==> config.mk <==
export PLATFORM = sky130hd
export DESIGN_NAME = stack_store
export DESIGN_NICKNAME = d
export VERILOG_FILES = /design/src/rtl/stack_pkg.sv /design/src/rtl/stack_ram.sv /design/src/rtl/stack_store.sv
export SDC_FILE = /design/constraint.sdc
export NUM_CORES = 1
export LEC_CHECK = 0
export CORE_MARGIN = 2
export CORE_UTILIZATION = 48
export DETAILED_ROUTE_END_ITERATION = 8
export PLACE_DENSITY = 0.76
export SKIP_CTS_REPAIR_TIMING = 1
export SLEW_MARGIN = 20
export SYNTH_ARGS = -nofsm -noshare
export SYNTH_HDL_FRONTEND = slang
export SYNTH_SLANG_ARGS = --single-unit
==> constraint.sdc <==
create_clock -name Clk -period 2.4 [get_ports Clk]
set_clock_uncertainty 0.1 [all_clocks]
set_input_delay 0.6 -clock Clk [delete_from_list [all_inputs] [get_ports Clk]]
set_output_delay 0.6 -clock Clk [all_outputs]
set_load 0.02 [all_outputs]
==> src/rtl/stack_pkg.sv <==
// Shared constants and operation encoding for the stack store slice.
package stack_pkg;

  localparam int unsigned WIDTH   = 8;
  localparam int unsigned DEPTH   = 4;
  localparam int unsigned ADDR_W  = 2;
  localparam int unsigned COUNT_W = 3;

  typedef enum logic [1:0] {
    OP_IDLE,
    OP_WRITE,
    OP_READ,
    OP_CONFLICT
  } op_e;

endpackage

==> src/rtl/stack_ram.sv <==
// 4-entry register file: synchronous write, registered read, combinational peek.
module stack_ram
  import stack_pkg::*;
#(
  parameter int unsigned DATA_W = WIDTH
) (
  input  logic              clk_i,
  input  logic              rst_ni,
  input  logic              we_i,
  input  logic [ADDR_W-1:0] waddr_i,
  input  logic [DATA_W-1:0] wdata_i,
  input  logic              re_i,
  input  logic [ADDR_W-1:0] raddr_i,
  output logic [DATA_W-1:0] rdata_o,
  input  logic [ADDR_W-1:0] paddr_i,
  output logic [DATA_W-1:0] pdata_o
);

  logic [DATA_W-1:0] mem_q [DEPTH];
  logic [DATA_W-1:0] rdata_q;

  always_ff @(posedge clk_i) begin
    if (!rst_ni) begin
      for (int unsigned i = 0; i < DEPTH; i++) begin
        mem_q[i] <= '0;
      end
      rdata_q <= '0;
    end else begin
      if (we_i) begin
        mem_q[waddr_i] <= wdata_i;
      end
      // Read port holds its last value between reads.
      if (re_i) begin
        rdata_q <= mem_q[raddr_i];
      end
    end
  end

  assign rdata_o = rdata_q;
  assign pdata_o = mem_q[paddr_i];

endmodule

==> src/rtl/stack_store.sv <==
// Stack storage stage: executes push/pop from the pointer stage and checks it.
module stack_store #(
  parameter int unsigned WIDTH = stack_pkg::WIDTH,
  parameter int unsigned DEPTH = stack_pkg::DEPTH
) (
  input  logic             Clk,
  input  logic             Rst_n,
  input  logic             A0,
  input  logic             A1,
  input  logic             push,
  input  logic             pop,
  input  logic             O,
  input  logic             U,
  input  logic [WIDTH-1:0] Din,
  output logic [WIDTH-1:0] Dout,
  output logic             Dout_valid,
  output logic [WIDTH-1:0] Top,
  output logic [2:0]       Count,
  output logic             Err
);

  localparam int unsigned AW = stack_pkg::ADDR_W;
  localparam int unsigned CW = stack_pkg::COUNT_W;
  localparam logic [CW-1:0] FULL = CW'(DEPTH);
  localparam logic [CW-1:0] ONE  = CW'(1);

  logic [AW-1:0]    addr;
  logic [CW-1:0]    count_q, count_d;
  logic             err_q, err_d;
  logic             valid_q, valid_d;
  logic             we, re;
  logic [WIDTH-1:0] peek;
  stack_pkg::op_e   op;

  assign addr = {A1, A0};

  always_comb begin
    op = stack_pkg::OP_IDLE;
    if (push && pop) begin
      op = stack_pkg::OP_CONFLICT;
    end else if (push && !O) begin
      op = stack_pkg::OP_WRITE;
    end else if (pop && !U) begin
      op = stack_pkg::OP_READ;
    end
  end

  // Address mismatches flag an error but the operation still executes;
  // full/empty violations flag an error and are dropped.
  always_comb begin
    count_d = count_q;
    err_d   = err_q;
    valid_d = 1'b0;
    we      = 1'b0;
    re      = 1'b0;
    unique case (op)
      stack_pkg::OP_CONFLICT: err_d = 1'b1;
      stack_pkg::OP_WRITE: begin
        if (count_q == FULL) begin
          err_d = 1'b1;
        end else begin
          we      = 1'b1;
          count_d = count_q + ONE;
          if (CW'(addr) != count_q) err_d = 1'b1;
        end
      end
      stack_pkg::OP_READ: begin
        if (count_q == '0) begin
          err_d = 1'b1;
        end else begin
          re      = 1'b1;
          valid_d = 1'b1;
          count_d = count_q - ONE;
          if (CW'(addr) != count_q - ONE) err_d = 1'b1;
        end
      end
      default: ;
    endcase
  end

  always_ff @(posedge Clk) begin
    if (!Rst_n) begin
      count_q <= '0;
      err_q   <= 1'b0;
      valid_q <= 1'b0;
    end else begin
      count_q <= count_d;
      err_q   <= err_d;
      valid_q <= valid_d;
    end
  end

  stack_ram #(
    .DATA_W(WIDTH)
  ) u_ram (
    .clk_i  (Clk),
    .rst_ni (Rst_n),
    .we_i   (we),
    .waddr_i(addr),
    .wdata_i(Din),
    .re_i   (re),
    .raddr_i(addr),
    .rdata_o(Dout),
    .paddr_i(AW'(count_q - ONE)),
    .pdata_o(peek)
  );

  assign Top        = (count_q != '0) ? peek : '0;
  assign Count      = count_q;
  assign Err        = err_q;
  assign Dout_valid = valid_q;

endmodule
==> key figures <==
Outcome
  • Outcome: finished clean

Routing
  • Drt total wl: approximately 4800 µm
  • Antenna-violating nets left: 0
  • Vias: roughly 1600
  • Routed length per instance: 15.93 µm
  • DRC errors left: 0
  • DR pass1 iterations: 4
  • Via density: 5.409
  • Iteration-0 DRC Markers: 54

Setup path
  • Worst path slowest cell: dfxtp_2
  • Critical path buffer and inverter count: 3
  • Worst-path cell chain: inv_2 -> ha_4 -> buf_6 -> mux4_2 -> and2_4 -> buf_6
  • Most used cell, CP: buf_6
  • R2r startpoint: Count[0]
  • CP top delay family: flip-flops
  • Critical Path AT: roughly 1.7 ns
  • Critical Path Source Type: flop
  • Worst r2r dst: u_ram.mem_q[0][5]
  • CP max FO: 5
  • Setup CP Type: flop to output port
  • Crit-path max cell delay: between 0.3 and 0.4 ns
  • Worst Reg-to-Reg Cells: 7
  • CP Capture Type: output port
  • R2r setup slk: between 0.3 and 0.4 ns
  • WP data required: around 1.7 ns

Timing
  • Slew at the pin closest to its max-slew limit: ~0.38 ns
  • Relative max-transition margin: about three quarters
  • Final min period: 2.369 ns
  • Final hold viol count: 0
  • Fin. max-slew vios: 0
  • RSZ-0062 raised after global routing: yes
  • Hold Slack: 0.3595 ns
  • F_max: 422.1 MHz
  • Tcrit/Tclk final: 98.71%
  • Setup-failing EPs final: 0
  • Setup TNS: 0 ns

Power and ir drop
  • VDD IR max: 339.9 µV
  • Pwr/cell area: just under 600 nW/µm²
  • Leak: 0.001178 µW

Floorplan
  • Rows: 25
  • Die area: 5385 µm²
  • Io pins: 37
  • Initial Util: slightly below 50%
  • CORE AREA: between 4000 and 5000 µm²
  • Die X: ~73 µm
  • Die Ht: between 70 and 80 µm

Synthesis
  • Largest cells by area after synthesis: edfxtp_1, mux4_2, dfxtp_1
  • Leading area contributor after synthesis: edfxtp_1
  • Adder-cell area share of the yosys netlist: approximately 1.6%
  • Synth Area in Simple Gates: between 10% and 20%
  • Post-Syn Instances: 188
  • Syn nets: around 210
  • Synth Area in Compound Gates: around 5.7%
  • Ys Warns: 0
  • Synth Area in XOR/XNOR: between 1.5 and 2%
  • Largest family of logic cells by synthesized area: simple AND/OR/NAND/NOR gates
  • Post-Syn Area: approximately 2300 µm²
  • Sequential fraction of the synthesis area: roughly 53%
  • Number of register bits inferred by synthesis: between 40 and 50
  • Synth cell types: 29
  • Mux cell area share after synthesis: 16.03%
  • Yosys top cell area share: about two fifths
  • Syn Area/Cell: roughly 12 µm²

Placed design
  • Hpwl dp: 3653 µm
  • # port buffers: 36
  • Placer Congestion: between 0.7 and 0.8

GRT
  • Antenna violations before repair: 0
  • Global route overflow: 0
  • Largest net degree at the start of global routing: 17
  • Vias in the first global route: approximately 1500
  • First-pass GRT wire length: about 7700 µm
  • Tot GR Track Use: around a fifth

Cells and area
  • ANT cells: 0
  • NumNets Final: about 270
  • Area growth syn-to-layout: 34.27%
  • Share of cells above drive strength 1: a little over a third

Min path
  • WHS Endpoint: u_ram.rdata_o[7]
  • Worst Hold Class: flop to flop
  • Hold path depth: 2
  • Hold Crit Start: u_ram.rdata_o[7]

CTS
  • CTS sink cnt: 45
  • Clk_lat worst skew: approximately 0.30 ns
  • Clock H-tree levels: 2
  • Worst-path clk slew: approximately 0.080 ns
  • Clk buf depth: 2
  • CTS tree: built
  • CTS root buffer: clkbuf_8
  • CTS buffer count: 5

Job
  • Max_cap viols: 0
==> synth_stat cells <==
cell type and instances:
a211oi_1 1, a211oi_4 1, a21oi_1 10, a22oi_2 1, a31oi_1 2, and2_1 17
buf_2 5, buf_4 1, clkbuf_1 5, dfxtp_1 13, edfxtp_1 32, ha_1 3
inv_1 11, mux2i_1 1, mux4_2 16, nand2_1 21, nand2b_1 4, nand3_4 1
nor2_1 11, nor2_2 8, nor2b_1 1, nor3_1 9, nor3b_2 1, nor3b_4 1
o21ai_0 4, o311ai_0 1, or3_1 2, xnor2_1 1, xor2_1 4
==> per-stage QoR <==
step	cells	instance area [µm²]	utilization (%)	setup slack, ns	power [µW]
3_5_place_dp	294	2932	62.48	-0.1454	1228
4_1_cts	302	3044	64.88	-0.4823	1800
6_report	303	3103	66.13	0.03093	1819
3_3_place_gp	294	2932	62.48	-0.1036	1221
2_1_floorplan	188	2322	-	-0.02876	1070
5_1_grt	303	3103	66.13	-0.01852	1888
==> kinds of logic (layout without fill, tap and decap cells) <==
group,count (synthesis),after routing
AOI/OAI and AO/OA,20,20
xor gates and xnor gates,5,5
adders and majority gates,3,3
buffers and inverters,22,83
DFF,45,45
muxes,17,17
and+or+nand+nor,76,76
==> cell usage in the layout (no fill, tap or decap), drive strengths merged, types with 2 or more instances in the layout <==
cell type / count
nor2: 19
or3: 2
a21oi: 10
and2: 17
ha: 3
nand2: 21
a31oi: 2
nor3b: 2
edfxtp: 32
dfxtp: 13
clkbuf: 5
mux4: 16
o21ai: 4
xor2: 4
nor3: 9
buf: 36
inv: 12
a211oi: 2
nand2b: 4
clkdlybuf4s50: 28
==> worst min-delay path, cell delays in order, from the launching register on <==
cell,delay (ns)
dfxtp_1,0.32
nand2_1,0.05
a21oi_1,0.05
==> how the worst max path moves through the flow <==
stage | from | endpoint | slack, ns | depth (start not counted)
2_1_floorplan | Count[0] | u_ram.mem_q[2][0] | -0.03 | 6
6_report | Count[0] | Top[2] | 0.03 | 6
4_1_cts | Count[0] | Top[5] | -0.48 | 6
3_5_place_dp | Count[0] | Top[5] | -0.15 | 6
3_3_place_gp | Count[0] | Top[5] | -0.10 | 6
5_1_grt | Count[0] | Top[6] | -0.02 | 6
==> metal layers <==
metal,GRT usage [%],vias up,routed length [µm]
met5,0,-,0
met4,6.061,0,68
met3,4.115,6,187
met2,32.03,47,2328
met1,25.82,797,2243
li1,-,789,-
==> cell type report <==
cell class | count | area [µm²]
Clock buffer | 5 | 68.82
Clock inverter | 3 | 43.79
Fill cell | 365 | 1589
Inverter | 11 | 41.29
Multi-Input combinational cell | 121 | 1032
Sequential cell | 45 | 1224
Tap cell | 54 | 67.56
Timing Repair Buffer | 64 | 625.6
==> report_power, final <==
| part | switching [µW] | internal, µW | leakage [µW] | total [µW] |
|---|---|---|---|---|
| registers | 17.1 | 860 | 0.000440 | 877 |
| logic | 165 | 198 | 0.000679 | 363 |
| clock network | 267 | 312 | 0.0000585 | 579 |
| total | 449 | 1370 | 0.00118 | 1820 |
==> registers in the layout, summed over array words and instances, names as in the netlist <==
name	cells
u_ram.mem_q	32
Err	1
Count	3
u_ram.rdata_o	8
Dout_valid	1
Note: power is estimated with default switching activity, not from simulation.
